File: config.mk
export PLATFORM = sky130hd
export DESIGN_NAME = shift_sequencer_24bits
export DESIGN_NICKNAME = d
export VERILOG_FILES = /design/src/rtl/shift_sequencer_24bits_pkg.sv /design/src/rtl/shift_sequencer_24bits.sv
export SDC_FILE = /design/constraint.sdc
export NUM_CORES = 1
export LEC_CHECK = 0
export CAP_MARGIN = 30
export CELL_PAD_IN_SITES_DETAIL_PLACEMENT = 1
export CELL_PAD_IN_SITES_GLOBAL_PLACEMENT = 1
export CORE_MARGIN = 10
export CORE_UTILIZATION = 21
export DETAILED_ROUTE_END_ITERATION = 8
export MAX_ROUTING_LAYER = met4
export PLACE_DENSITY = 0.86
export SYNTH_ARGS = -nofsm -noshare
export SYNTH_HDL_FRONTEND = slang
export SYNTH_SLANG_ARGS = --single-unit
File: constraint.sdc
create_clock -name clock -period 2.24 [get_ports clock]
set_input_delay 0.672 -clock clock [delete_from_list [all_inputs] [get_ports clock]]
set_output_delay 0.672 -clock clock [all_outputs]
set_load 0.03 [all_outputs]
File: src/rtl/shift_sequencer_24bits_pkg.sv
// Shared definitions for the mantissa shift sequencer: shift-register control
// codes, operation codes, FSM encoding and default datapath widths.
package shift_sequencer_24bits_pkg;

    localparam int DEF_WIDTH = 24;
    localparam int DEF_CNT_W = 5;

    localparam logic [1:0] SR_RIGHT = 2'b00;
    localparam logic [1:0] SR_LEFT  = 2'b01;
    localparam logic [1:0] SR_LOAD  = 2'b10;
    localparam logic [1:0] SR_HOLD  = 2'b11;

    localparam logic OP_ALIGN = 1'b0;
    localparam logic OP_NORM  = 1'b1;

    typedef enum logic [1:0] {
        ST_IDLE  = 2'd0,
        ST_SHIFT = 2'd1,
        ST_DONE  = 2'd2
    } state_t;

endpackage

File: src/rtl/shift_sequencer_24bits.sv
// Sequencer for the 24-bit bidirectional mantissa shift register: align
// (right shift with sticky) and normalize (left shift until the MSB is set).
//
// Handshake: a request is accepted when start=1 and flush=0 while busy=0;
// done pulses for one cycle when results are valid and they stay valid until
// the next accepted start. flush squashes an in-flight operation with no done.
module shift_sequencer_24bits
    import shift_sequencer_24bits_pkg::*;
#(
    parameter int WIDTH = DEF_WIDTH,
    parameter int CNT_W = DEF_CNT_W
) (
    input  logic             clock,
    input  logic             reset,
    input  logic             start,
    input  logic             op,
    input  logic [CNT_W-1:0] shift_amount,
    input  logic [WIDTH-1:0] operand,
    input  logic             flush,
    output logic             busy,
    output logic             done,
    output logic [CNT_W-1:0] shift_count,
    output logic             sticky,
    output logic             zero,
    output logic [1:0]       sr_control,
    output logic [WIDTH-1:0] sr_parallel_load,
    output logic             sr_msb,
    input  logic             sr_lsb,
    input  logic [WIDTH-1:0] sr_parallel_read,
    output state_t           state_dbg
);

    state_t           state_q, state_d;
    logic             op_q, op_d;
    logic [CNT_W-1:0] remaining_q, remaining_d;
    logic [CNT_W-1:0] count_q, count_d;
    logic             sticky_q, sticky_d;
    logic             zero_q, zero_d;
    logic [CNT_W-1:0] amt_clamped;

    assign amt_clamped = (shift_amount > CNT_W'(WIDTH)) ? CNT_W'(WIDTH) : shift_amount;

    always_ff @(posedge clock or posedge reset) begin
        if (reset) begin
            state_q     <= ST_IDLE;
            op_q        <= OP_ALIGN;
            remaining_q <= '0;
            count_q     <= '0;
            sticky_q    <= 1'b0;
            zero_q      <= 1'b0;
        end else begin
            state_q     <= state_d;
            op_q        <= op_d;
            remaining_q <= remaining_d;
            count_q     <= count_d;
            sticky_q    <= sticky_d;
            zero_q      <= zero_d;
        end
    end

    always_comb begin
        state_d     = state_q;
        op_d        = op_q;
        remaining_d = remaining_q;
        count_d     = count_q;
        sticky_d    = sticky_q;
        zero_d      = zero_q;
        sr_control  = SR_HOLD;
        done        = 1'b0;

        case (state_q)
            ST_IDLE: begin
                if (start && !flush) begin
                    sr_control  = SR_LOAD;
                    state_d     = ST_SHIFT;
                    op_d        = op;
                    remaining_d = amt_clamped;
                    count_d     = '0;
                    sticky_d    = 1'b0;
                    zero_d      = 1'b0;
                end
            end
            ST_SHIFT: begin
                if (flush) begin
                    state_d = ST_IDLE;
                end else if (op_q == OP_ALIGN) begin
                    if (remaining_q != '0) begin
                        // sr_lsb is the bit that leaves on this edge's right shift
                        sr_control  = SR_RIGHT;
                        sticky_d    = sticky_q | sr_lsb;
                        remaining_d = remaining_q - CNT_W'(1);
                        count_d     = count_q + CNT_W'(1);
                    end else begin
                        state_d = ST_DONE;
                    end
                end else begin
                    if (sr_parallel_read == '0) begin
                        zero_d  = 1'b1;
                        state_d = ST_DONE;
                    end else if (sr_parallel_read[WIDTH-1]) begin
                        state_d = ST_DONE;
                    end else begin
                        sr_control = SR_LEFT;
                        count_d    = count_q + CNT_W'(1);
                    end
                end
            end
            ST_DONE: begin
                state_d = ST_IDLE;
                done    = !flush;
            end
            default: begin
                state_d = ST_IDLE;
            end
        endcase

        // Keep the register frozen for the whole reset window, even if start is high
        if (reset) begin
            sr_control = SR_HOLD;
        end
    end

    assign busy             = (state_q != ST_IDLE);
    assign shift_count      = count_q;
    assign sticky           = sticky_q;
    assign zero             = zero_q;
    assign sr_parallel_load = operand;
    assign sr_msb           = 1'b0;
    assign state_dbg        = state_q;

endmodule

==> out/summary.log, run 1 <==
[grt] via count of the first global-routing pass 1357
[yosys] sequential element share of the synthesized area 33.22%
[min_path] hold_sp sticky$_DFFE_PP0P_
[grt] GR Overflow Total 0
[yosys] area of the mapped netlist 1130 µm²
[grt] largest net degree at the start of global routing 17
[worst_setup_path] reg2reg path depth 9
[yosys] Main synth FF type dfrtp_1
[clock_network] CTS H-tree depth 1
[worst_setup_path] CP Depth 7
[die] starting utilization of the core area 21.84%
[die] Core Rows 26
[yosys] post-synthesis net count 191
[yosys] Post-Syn Area per Cell 8.758 µm²
[worst_setup_path] most prevalent standard cell on the critical path buf_6
[worst_setup_path] cell with the largest stage delay on the worst path nor4_4
[worst_setup_path] start-to-end type of the worst setup path input pin to primary output
[grt] global-route wire length before repair 6444 µm
[cells_and_area] final instance area 1805 µm²
[clock_network] root buffer cell clkbuf_8
[yosys] largest family of logic cells by synthesized area simple AND/OR/NAND/NOR gates
[yosys] top cells by instance count after synthesis buf_4, dfrtp_1, nor2_1, nand2_1, a21oi_1
[yosys] number of storage elements in the synthesis netlist 15
[clock_network] maximum clock insertion buffer count 2
[die] die extent in y 93.35 µm
[yosys] fraction of the mapped netlist area in compound gates 16.28%
[clock_network] latest clock arrival within the worst-skew pair 250 ps
[worst_setup_path] launching element type of the critical path input pin
[cells_and_area] Total Nets Final 248
[worst_setup_path] Reg2Reg Setup Slack 400 ps
[worst_setup_path] Crit path arrival time 1700 ps
[clock_network] register clock-pin slew on the reported worst setup and hold paths 60 ps
[yosys] Syn. warnings 0
[detailed_routing] WL/cell 15.20 µm
[worst_setup_path] Worst path top cell family by delay simple AND/OR/NAND/NOR gates
[worst_setup_path] Critical Path Fanout Max 2
[yosys] largest cells by area after synthesis dfrtp_1, buf_4, nor2_1, ha_1, nand4_1
[yosys] Synth area leader dfrtp_1
[worst_setup_path] R2R Path Start remaining_q[0]$_DFFE_PP0P_
[min_path] number of cells traversed by the worst hold path 2
[power_and_ir_drop] worst vdd rail ir drop 0.2334 mV
[power_and_ir_drop] total power per unit cell area 640.0 nW/µm²
[cells_and_area] number of antenna repair diodes 0
[clock_network] CTS Hold Buffers Added 0
[detailed_routing] Post-Route WL 3875 µm
[yosys] share of synthesized registers carrying an async set or reset 100.0%
[sta] RSZ-0062 raised after global routing yes
[cells_and_area] number of filler cells placed in the layout 609
[placed_design] cell area after placement 1690 µm²
[sta] worst-case hold slack 526.5 ps
[clock_network] total clock sinks 15
[cells_and_area] layout cell share with drive strength beyond 1 41.62%
[sta] Setup Total Neg Slack -127.7 ps
[worst_setup_path] kind of end point of the critical path primary output
[min_path] worst hold path endpoint sticky$_DFFE_PP0P_
[grt] All-Layer GR Usage 9.251%
[run_status] violated checks negative setup slack
[yosys] mux contribution to synthesized area 0%
[sta] total count of hold-check failures in the final report 0
[detailed_routing] routed via count divided by cell count 4.678
[sta] highest attainable clock frequency 0.4223 GHz
[worst_setup_path] Critical Path Max Stage Delay 260 ps
[yosys] share of the synthesized area in the top cell type 33.22%
[run_status] status finished, violations left
[cells_and_area] Area growth syn-to-layout 59.80%
[die] Boundary Pins 97
[sta] fraction of the cycle the final worst path needs 105.7%
[yosys] EDFF count, synth 0
[power_and_ir_drop] overall power consumption 1.156 mW
[sta] Worst Slack Setup Final -127.7 ps
[sta] final setup skew 1.549 ps
[die] Core Footprint 5172 µm²
[detailed_routing] drt initial violations 35
[yosys] leading cell type by number of instances after synthesis buf_4
[placed_design] final weighted congestion of routability-driven global placement 0.7861
[placed_design] hpwl dp 3188 µm
[grt] initial antenna violation count 0
[detailed_routing] count of vias placed by the detailed router 1193
[yosys] simple-gate area share of the yosys netlist 26.91%
[clock_network] CTS tree yes
[clock_network] cts bufs inserted 3
[run] reported max-cap violation count 0
[power_and_ir_drop] Leakage 0.7897 nW
[detailed_routing] number of nets with antenna violations after detailed routing 0
[worst_setup_path] cells along the critical path buf_6 > nor4_4 > nand4_1 > nor2_4 > o22ai_2 > nand3_1 > buf_6
[min_path] Hold Path Class flip-flop to flip-flop
[cells_and_area] share of the core filled with cells 34.91%
[die] DIE WIDTH 93.35 µm
[worst_setup_path] terminus of the critical flop-to-flop path shift_count[4]$_DFFE_PP0P_
[worst_setup_path] WP buf/inv 2
[yosys] count of different cell masters after synthesis 36
[yosys] parity-gate share of the synthesized area counting xor and xnor cells 0%
[yosys] synthesized-area fraction occupied by adder cells 3.322%
[die] die footprint 8714 µm²
[sta] max-slew violation count 0
[sta] count of endpoints failing setup in the final report 1
[worst_setup_path] Worst EP required 1570 ps
[sta] final critical delay including setup and external delays 2368 ps
[yosys] number of standard cells after synthesis 129
[detailed_routing] Detailed Routing Iterations Pass 1 4
[placed_design] I/O Buffers 47
[detailed_routing] final routed DRC violation total 0
## registers in the layout, summed over array words and instances, names as in the netlist
register	cells
op_q	1
zero	1
state_dbg	2
shift_count	5
sticky	1
remaining_q	5
## worst register-to-register path, stage by stage (launching register included)
cell and delay [ps]:
dfrtp_1 350, inv_1 60, ha_1 200, nor4b_4 140, o21ai_2 130, buf_4 160
a311oi_2 40, buf_4 180, or3_1 350, a21oi_1 150
## through the flow
| stage | std cells | worst slack (ps) |
|---|---|---|
| final | 255 | -127.7 |
| after global routing | 255 | -208.6 |
| after CTS | 255 | -165.1 |
| after detailed placement | 248 | -637.8 |
| after global placement | 248 | -609.0 |
| after floorplan | 129 | 16.73 |
## layout by cell type (no fill, tap or decap), types with 2 or more instances in the layout
master	n
buf_2	11
nor2_1	12
inv_1	4
dfrtp_1	15
a31oi_1	4
o21ai_0	4
nor4_2	2
nand3_1	3
buf_4	32
a21oi_1	6
dlygate4sd2_1	4
clkdlybuf4s15_1	4
nand4_1	5
o22a_1	2
nand2b_1	2
or3_1	4
ha_1	3
o21ai_1	2
nor4_4	4
clkbuf_8	3
clkdlybuf4s50_1	16
buf_6	8
nor4b_1	2
o21ai_2	2
nor2_4	2
nand2_1	8
clkbuf_2	2
## timing repair
item / CTS / global route
pin swaps: 11 / 10
resized for setup: 100 / 10
setup buffers: 3 / 0
setup endpoints to repair: 10 / 2
## cell type report
| type | instances | area, µm² | share of cell area (%) |
|---|---|---|---|
| flip-flops and latches | 15 | 375.4 | 20.79 |
| inverters | 4 | 15.01 | 0.8316 |
| multi-input cells | 83 | 628.1 | 34.79 |
| well taps | 70 | 87.58 | 4.851 |
| repair buffers | 79 | 654.4 | 36.24 |
| clock buffers | 4 | 45.04 | 2.495 |
## power by group
part | internal [mW] | switching, mW
clock network | 0.126 | 0.102
registers | 0.327 | 0.0557
logic | 0.277 | 0.268
total | 0.730 | 0.425
## cell families (layout without fill, tap and decap cells)
logic type	Yosys count	in the layout
and+or+nand+nor	52	52
buffers and inverters	31	87
AOI/OAI and AO/OA	27	27
DFF	15	15
adders and majority gates	3	3
other	1	1
## worst max path at each step
| stage | slack [ps] | from | end |
|---|---|---|---|
| finish | -130 | sr_parallel_read[3] | sr_control[1] |
| global route | -210 | sr_parallel_read[18] | sr_control[1] |
| CTS | -170 | sr_parallel_read[3] | sr_control[1] |
| detailed placement | -640 | start | sr_control[0] |
| global placement | -610 | start | sr_control[0] |
| floorplan | 20 | sr_parallel_read[19] | sr_control[1] |
## per-layer routing
metal  global-route usage (%)  part of all wire, %
met5                        -                    0
met4                    3.599                  2.2
met3                    2.238                  5.2
met2                    15.31                   50
met1                    10.51                   43
(Power assumes the default switching activity.)
==> run 2: changes to the inputs <==
--- a/config.mk
+++ b/config.mk
@@ -7,12 +7,13 @@
 export LEC_CHECK = 0
 export CAP_MARGIN = 30
 export CELL_PAD_IN_SITES_DETAIL_PLACEMENT = 1
-export CELL_PAD_IN_SITES_GLOBAL_PLACEMENT = 1
+export CELL_PAD_IN_SITES_GLOBAL_PLACEMENT = 2
 export CORE_MARGIN = 10
-export CORE_UTILIZATION = 21
+export CORE_UTILIZATION = 16
+export CTS_CLUSTER_SIZE = 10
 export DETAILED_ROUTE_END_ITERATION = 8
 export MAX_ROUTING_LAYER = met4
-export PLACE_DENSITY = 0.86
+export PLACE_DENSITY = 0.87
 export SYNTH_ARGS = -nofsm -noshare
 export SYNTH_HDL_FRONTEND = slang
 export SYNTH_SLANG_ARGS = --single-unit
==> out/summary.log, run 2 (synthesis gave the netlist of run 1 again) <==
[run_status] status finished, violations left
[sta] final critical delay including setup and external delays 2461 ps
[clock_network] latest clock arrival within the worst-skew pair 250 ps
[die] Boundary Pins 97
[sta] RSZ-0062 raised after global routing yes
[clock_network] CTS Hold Buffers Added 0
[run] reported max-cap violation count 0
[die] starting utilization of the core area 16.54%
[cells_and_area] layout cell share with drive strength beyond 1 46.56%
[grt] GR Overflow Total 0
[sta] count of endpoints failing setup in the final report 1
[clock_network] cts bufs inserted 3
[placed_design] hpwl dp 3198 µm
[worst_setup_path] cell with the largest stage delay on the worst path nor4_4
[grt] initial antenna violation count 0
[cells_and_area] Total Nets Final 252
[sta] max-slew violation count 0
[sta] worst-case hold slack 516.4 ps
[clock_network] CTS tree yes
[grt] largest net degree at the start of global routing 17
[sta] total count of hold-check failures in the final report 0
[clock_network] CTS H-tree depth 1
[worst_setup_path] cells along the critical path clkdlybuf4s15_2 > nor4_4 > buf_4 > nand2_4 > nor2_4 > o22ai_2 > nand3_2 > buf_6
[die] die extent in y 104.0 µm
[grt] All-Layer GR Usage 7.569%
[die] die footprint 10820 µm²
[power_and_ir_drop] worst vdd rail ir drop 0.1790 mV
[cells_and_area] most frequent standard cell in the layout excluding fill and tap cells buf_4
[worst_setup_path] kind of end point of the critical path primary output
[power_and_ir_drop] Leakage 0.8507 nW
[placed_design] final weighted congestion of routability-driven global placement 0.7852
[detailed_routing] number of nets with antenna violations after detailed routing 0
[worst_setup_path] Critical Path Max Stage Delay 270 ps
[detailed_routing] Post-Route WL 4153 µm
[worst_setup_path] Crit path arrival time 1790 ps
[clock_network] total clock sinks 15
[worst_setup_path] Worst EP required 1570 ps
[power_and_ir_drop] total power per unit cell area 608.5 nW/µm²
[grt] global-route wire length before repair 6755 µm
[detailed_routing] drt initial violations 36
[run_status] violated checks negative setup slack
[cells_and_area] count of placed standard cells in the final layout, fillers left out 285
[die] DIE WIDTH 104.0 µm
[sta] highest attainable clock frequency 0.4064 GHz
[detailed_routing] WL/cell 14.57 µm
[placed_design] count of placed standard cells including taps 274
[clock_network] register clock-pin slew on the reported worst setup and hold paths 70 ps
[cells_and_area] most frequent cells in the layout buf_4, clkdlybuf4s50_1, dfrtp_1
[power_and_ir_drop] overall power consumption 1.205 mW
[sta] final setup skew 6.094 ps
[sta] Worst Slack Setup Final -220.6 ps
[sta] fraction of the cycle the final worst path needs 109.8%
[worst_setup_path] Critical Path Fanout Max 2
[detailed_routing] Detailed Routing Iterations Pass 1 4
[clock_network] root buffer cell clkbuf_8
[grt] via count of the first global-routing pass 1407
[clock_network] maximum clock insertion buffer count 2
[worst_setup_path] launching element type of the critical path input pin
[die] Core Footprint 6832 µm²
[cells_and_area] number of antenna repair diodes 0
[placed_design] I/O Buffers 47
[cells_and_area] Area growth syn-to-layout 75.30%
[die] Core Rows 30
[worst_setup_path] start-to-end type of the worst setup path input pin to primary output
[detailed_routing] count of vias placed by the detailed router 1198
[detailed_routing] final routed DRC violation total 0
[detailed_routing] routed via count divided by cell count 4.204
[min_path] Hold Path Class flip-flop to flip-flop
[run 2: cell count changes in the layout (fill, tap and decap cells not counted), moves of 2 or more]
| cell | delta |
|---|---|
| buf_2 | -5 |
| buf_6 | +4 |
| clkbuf_2 | -2 |
| clkdlybuf4s15_1 | +2 |
| clkdlybuf4s15_2 | +2 |
| dlygate4sd2_1 | +2 |
| inv_1 | -2 |
| inv_2 | +2 |
| nand3_1 | -2 |
| nand3_2 | +2 |
[run 2: where the power goes]
group	switching, mW	internal (mW)
clock network	0.107	0.125
registers	0.0591	0.327
logic	0.286	0.301
[run 2: critical path, delay by kind of cell]
kind	cells	cell delay, ps
simple gates	4	540
buf+inv	3	490
compound gates	1	90
[run 2: path summary, 6_finish.rpt]
kind,endpoint,slack [ps],start,cells past startpoint
worst max-delay path,sr_control[1],-220,sr_parallel_read[11],8
worst min-delay path,sticky$_DFFE_PP0P_,520,sticky$_DFFE_PP0P_,2
worst max register to register,shift_count[2]$_DFFE_PP0P_,330,remaining_q[1]$_DFFE_PP0P_,10
worst min register to register,sticky$_DFFE_PP0P_,520,sticky$_DFFE_PP0P_,2
max in group asynchronous,state_dbg[1]$_DFFE_PP0P_,1250,reset,3
min in group asynchronous,op_q$_DFFE_PP0P_,790,reset,3
[run 2: per-layer routing]
metal  share of wire [%]  wire length [µm]  vias to the layer above  global-route usage [%]
met4                 1.5                62                        0                   3.380
met5                   0                 0                        -                       -
met3                 5.4               226                        8                   1.673
met2                  50              2057                       45                   12.61
li1                    -                 -                      560                       -
met1                  44              1807                      585                   8.480
[run 2: area by class of cell]
cell class	count	area (µm²)
fill	806	4851
timing repair buffer	83	734.5
multi-input combinational	83	685.7
sequential	15	376.6
tap	96	120.1
clock buffer	3	41.29
inverter	4	15.01
clock inverter	1	7.507
[run 2: timing repair]
| item | 4_1_cts | 5_1_grt |
|---|---|---|
| resized for setup | 96 | 20 |
| setup endpoints to repair | 9 | 10 |
| cloned | 1 | 0 |
| pin swaps | 14 | 9 |
| setup buffers | 7 | 1 |
[run 2: metrics by stage]
step                      setup WS, ps  setup TNS [ps]  area (µm²)  util (%)
after floorplan                  16.73               0        1130         -
after global placement          -701.3           -3131        1723     25.22
after detailed placement        -713.9           -3367        1723     25.22
after CTS                       -218.2          -435.2        1894     27.73
after global routing            -307.1          -315.9        1981     28.99
final                           -220.6          -220.6        1981     28.99
==> run 3: changes to the inputs <==
--- a/config.mk
+++ b/config.mk
@@ -10,10 +10,10 @@
 export CELL_PAD_IN_SITES_GLOBAL_PLACEMENT = 2
 export CORE_MARGIN = 10
 export CORE_UTILIZATION = 16
-export CTS_CLUSTER_SIZE = 10
 export DETAILED_ROUTE_END_ITERATION = 8
 export MAX_ROUTING_LAYER = met4
 export PLACE_DENSITY = 0.87
+export SKIP_CTS_REPAIR_TIMING = 1
 export SYNTH_ARGS = -nofsm -noshare
 export SYNTH_HDL_FRONTEND = slang
 export SYNTH_SLANG_ARGS = --single-unit
==> out/summary.log, run 3 (synthesis gave the netlist of run 1 again) <==
[grt] global-route wire length before repair 6044 µm
[die] die extent in y 104.0 µm
[cells_and_area] Total Nets Final 245
[min_path] number of cells traversed by the worst hold path 2
[sta] RSZ-0062 raised after global routing yes
[die] Core Footprint 6832 µm²
[placed_design] hpwl dp 3198 µm
[detailed_routing] count of vias placed by the detailed router 1175
[sta] Setup Total Neg Slack -358.6 ps
[die] Core Rows 30
[die] starting utilization of the core area 16.54%
[cells_and_area] number of filler cells placed in the layout 809
[run] reported max-cap violation count 0
[worst_setup_path] cells along the critical path buf_6 > nor4_4 > nand4_1 > nor2_4 > o22ai_2 > nand3_2 > buf_6
[grt] All-Layer GR Usage 6.835%
[detailed_routing] number of nets with antenna violations after detailed routing 0
[die] DIE WIDTH 104.0 µm
[clock_network] latest clock arrival within the worst-skew pair 250 ps
[clock_network] cts bufs inserted 3
[worst_setup_path] Worst EP required 1570 ps
[sta] total count of hold-check failures in the final report 0
[worst_setup_path] kind of end point of the critical path primary output
[cells_and_area] final instance area 1892 µm²
[worst_setup_path] cell with the largest stage delay on the worst path nor4_4
[clock_network] CTS H-tree depth 1
[grt] initial antenna violation count 0
[sta] final critical delay including setup and external delays 2431 ps
[cells_and_area] most frequent standard cell in the layout excluding fill and tap cells buf_4
[sta] highest attainable clock frequency 0.4113 GHz
[placed_design] I/O Buffers 47
[detailed_routing] drt initial violations 41
[worst_setup_path] reg2reg path depth 9
[sta] worst-case hold slack 505.5 ps
[placed_design] cell area after placement 1723 µm²
[grt] via count of the first global-routing pass 1284
[worst_setup_path] Critical Path Fanout Max 2
[detailed_routing] Detailed Routing Iterations Pass 1 4
[detailed_routing] routed metal-1 wirelength 1814 µm
[worst_setup_path] most prevalent standard cell on the critical path buf_6
[detailed_routing] uppermost layer routed met4
[run_status] status finished, violations left
[clock_network] total clock sinks 15
[worst_setup_path] Critical Path Max Stage Delay 270 ps
[power_and_ir_drop] Leakage 0.9265 nW
[detailed_routing] Routed met3 length 225 µm
[detailed_routing] met2 wire length 1963 µm
[clock_network] maximum clock insertion buffer count 2
[worst_setup_path] start-to-end type of the worst setup path input pin to primary output
[die] die footprint 10820 µm²
[clock_network] CTS tree yes
[detailed_routing] routed via count divided by cell count 4.227
[sta] Worst Slack Setup Final -191.2 ps
[detailed_routing] WL/cell 14.68 µm
[sta] max-slew violation count 0
[placed_design] final weighted congestion of routability-driven global placement 0.7852
[grt] largest net degree at the start of global routing 17
[worst_setup_path] Crit path arrival time 1760 ps
[detailed_routing] final routed DRC violation total 0
[cells_and_area] Area growth syn-to-layout 67.44%
[min_path] Hold Path Class flip-flop to flip-flop
[cells_and_area] layout cell share with drive strength beyond 1 37.36%
[run_status] violated checks negative setup slack
[cells_and_area] most frequent cells in the layout buf_4, dlymetal6s2s_1, clkdlybuf4s50_1
[worst_setup_path] launching element type of the critical path input pin
[placed_design] pre-CTS WS -713.9 ps
[worst_setup_path] Reg2Reg Setup Slack 370 ps
[clock_network] root buffer cell clkbuf_8
[die] Boundary Pins 97
[grt] GR Overflow Total 0
[clock_network] register clock-pin slew on the reported worst setup and hold paths 70 ps
[sta] fraction of the cycle the final worst path needs 108.5%
[detailed_routing] Post-Route WL 4082 µm
[sta] final setup skew 5.977 ps
[power_and_ir_drop] total power per unit cell area 602.6 nW/µm²
[sta] count of endpoints failing setup in the final report 2
[cells_and_area] number of antenna repair diodes 0
[power_and_ir_drop] worst vdd rail ir drop 0.1701 mV
run 3: cell count changes in the layout (fill, tap and decap cells not counted), sizes merged:
cell,change
buf,-16
clkbuf,+7
clkdlybuf4s15,-9
clkdlybuf4s50,+1
dlygate4sd2,-6
dlymetal6s2s,+16
run 3: cell type report:
| type | count | area [µm²] | area share (%) |
|---|---|---|---|
| clock buffer | 3 | 41.29 | 2.183 |
| timing repair buffer | 76 | 705.7 | 37.30 |
| clock inverter | 1 | 7.507 | 0.3968 |
| multi-input combinational | 83 | 626.9 | 33.13 |
| tap | 96 | 120.1 | 6.349 |
| inverter | 4 | 15.01 | 0.7937 |
| sequential | 15 | 375.4 | 19.84 |
run 3: worst paths after layout:
check,to,start
worst max-delay path,sr_control[1],sr_parallel_read[15]
worst min-delay path,sticky$_DFFE_PP0P_,sticky$_DFFE_PP0P_
worst max register to register,shift_count[2]$_DFFE_PP0P_,remaining_q[0]$_DFFE_PP0P_
worst min register to register,sticky$_DFFE_PP0P_,sticky$_DFFE_PP0P_
max in group asynchronous,remaining_q[3]$_DFFE_PP0P_,reset
min in group asynchronous,op_q$_DFFE_PP0P_,reset
run 3: critical path: cells and delay by family:
kind | cells | cell delay [ps]
AND/OR/NAND/NOR | 4 | 760
AO/OA/AOI/OAI | 1 | 100
buffers and inverters | 2 | 230
run 3: per-stage QoR:
| stage | power [mW] | cells | util (%) |
|---|---|---|---|
| 3_3_place_gp | 0.8897 | 274 | 25.22 |
| 3_5_place_dp | 0.9048 | 274 | 25.22 |
| 6_report | 1.140 | 278 | 27.69 |
| 4_1_cts | 1.140 | 278 | 25.93 |
| 2_1_floorplan | 0.6935 | 129 | - |
| 5_1_grt | 1.216 | 278 | 27.69 |
run 3: report_power, final:
part	internal, mW	leakage, nW	switching (mW)
registers	0.327	0.192	0.0480
clock network	0.125	0.0217	0.107
logic	0.270	0.713	0.263
total	0.721	0.926	0.419
run 3: layer usage:
metal | GRT usage [%] | vias to the layer above
li1 | - | 547
met1 | 7.797 | 571
met2 | 10.90 | 47
met3 | 1.549 | 10
met4 | 3.678 | 0
met5 | - | -
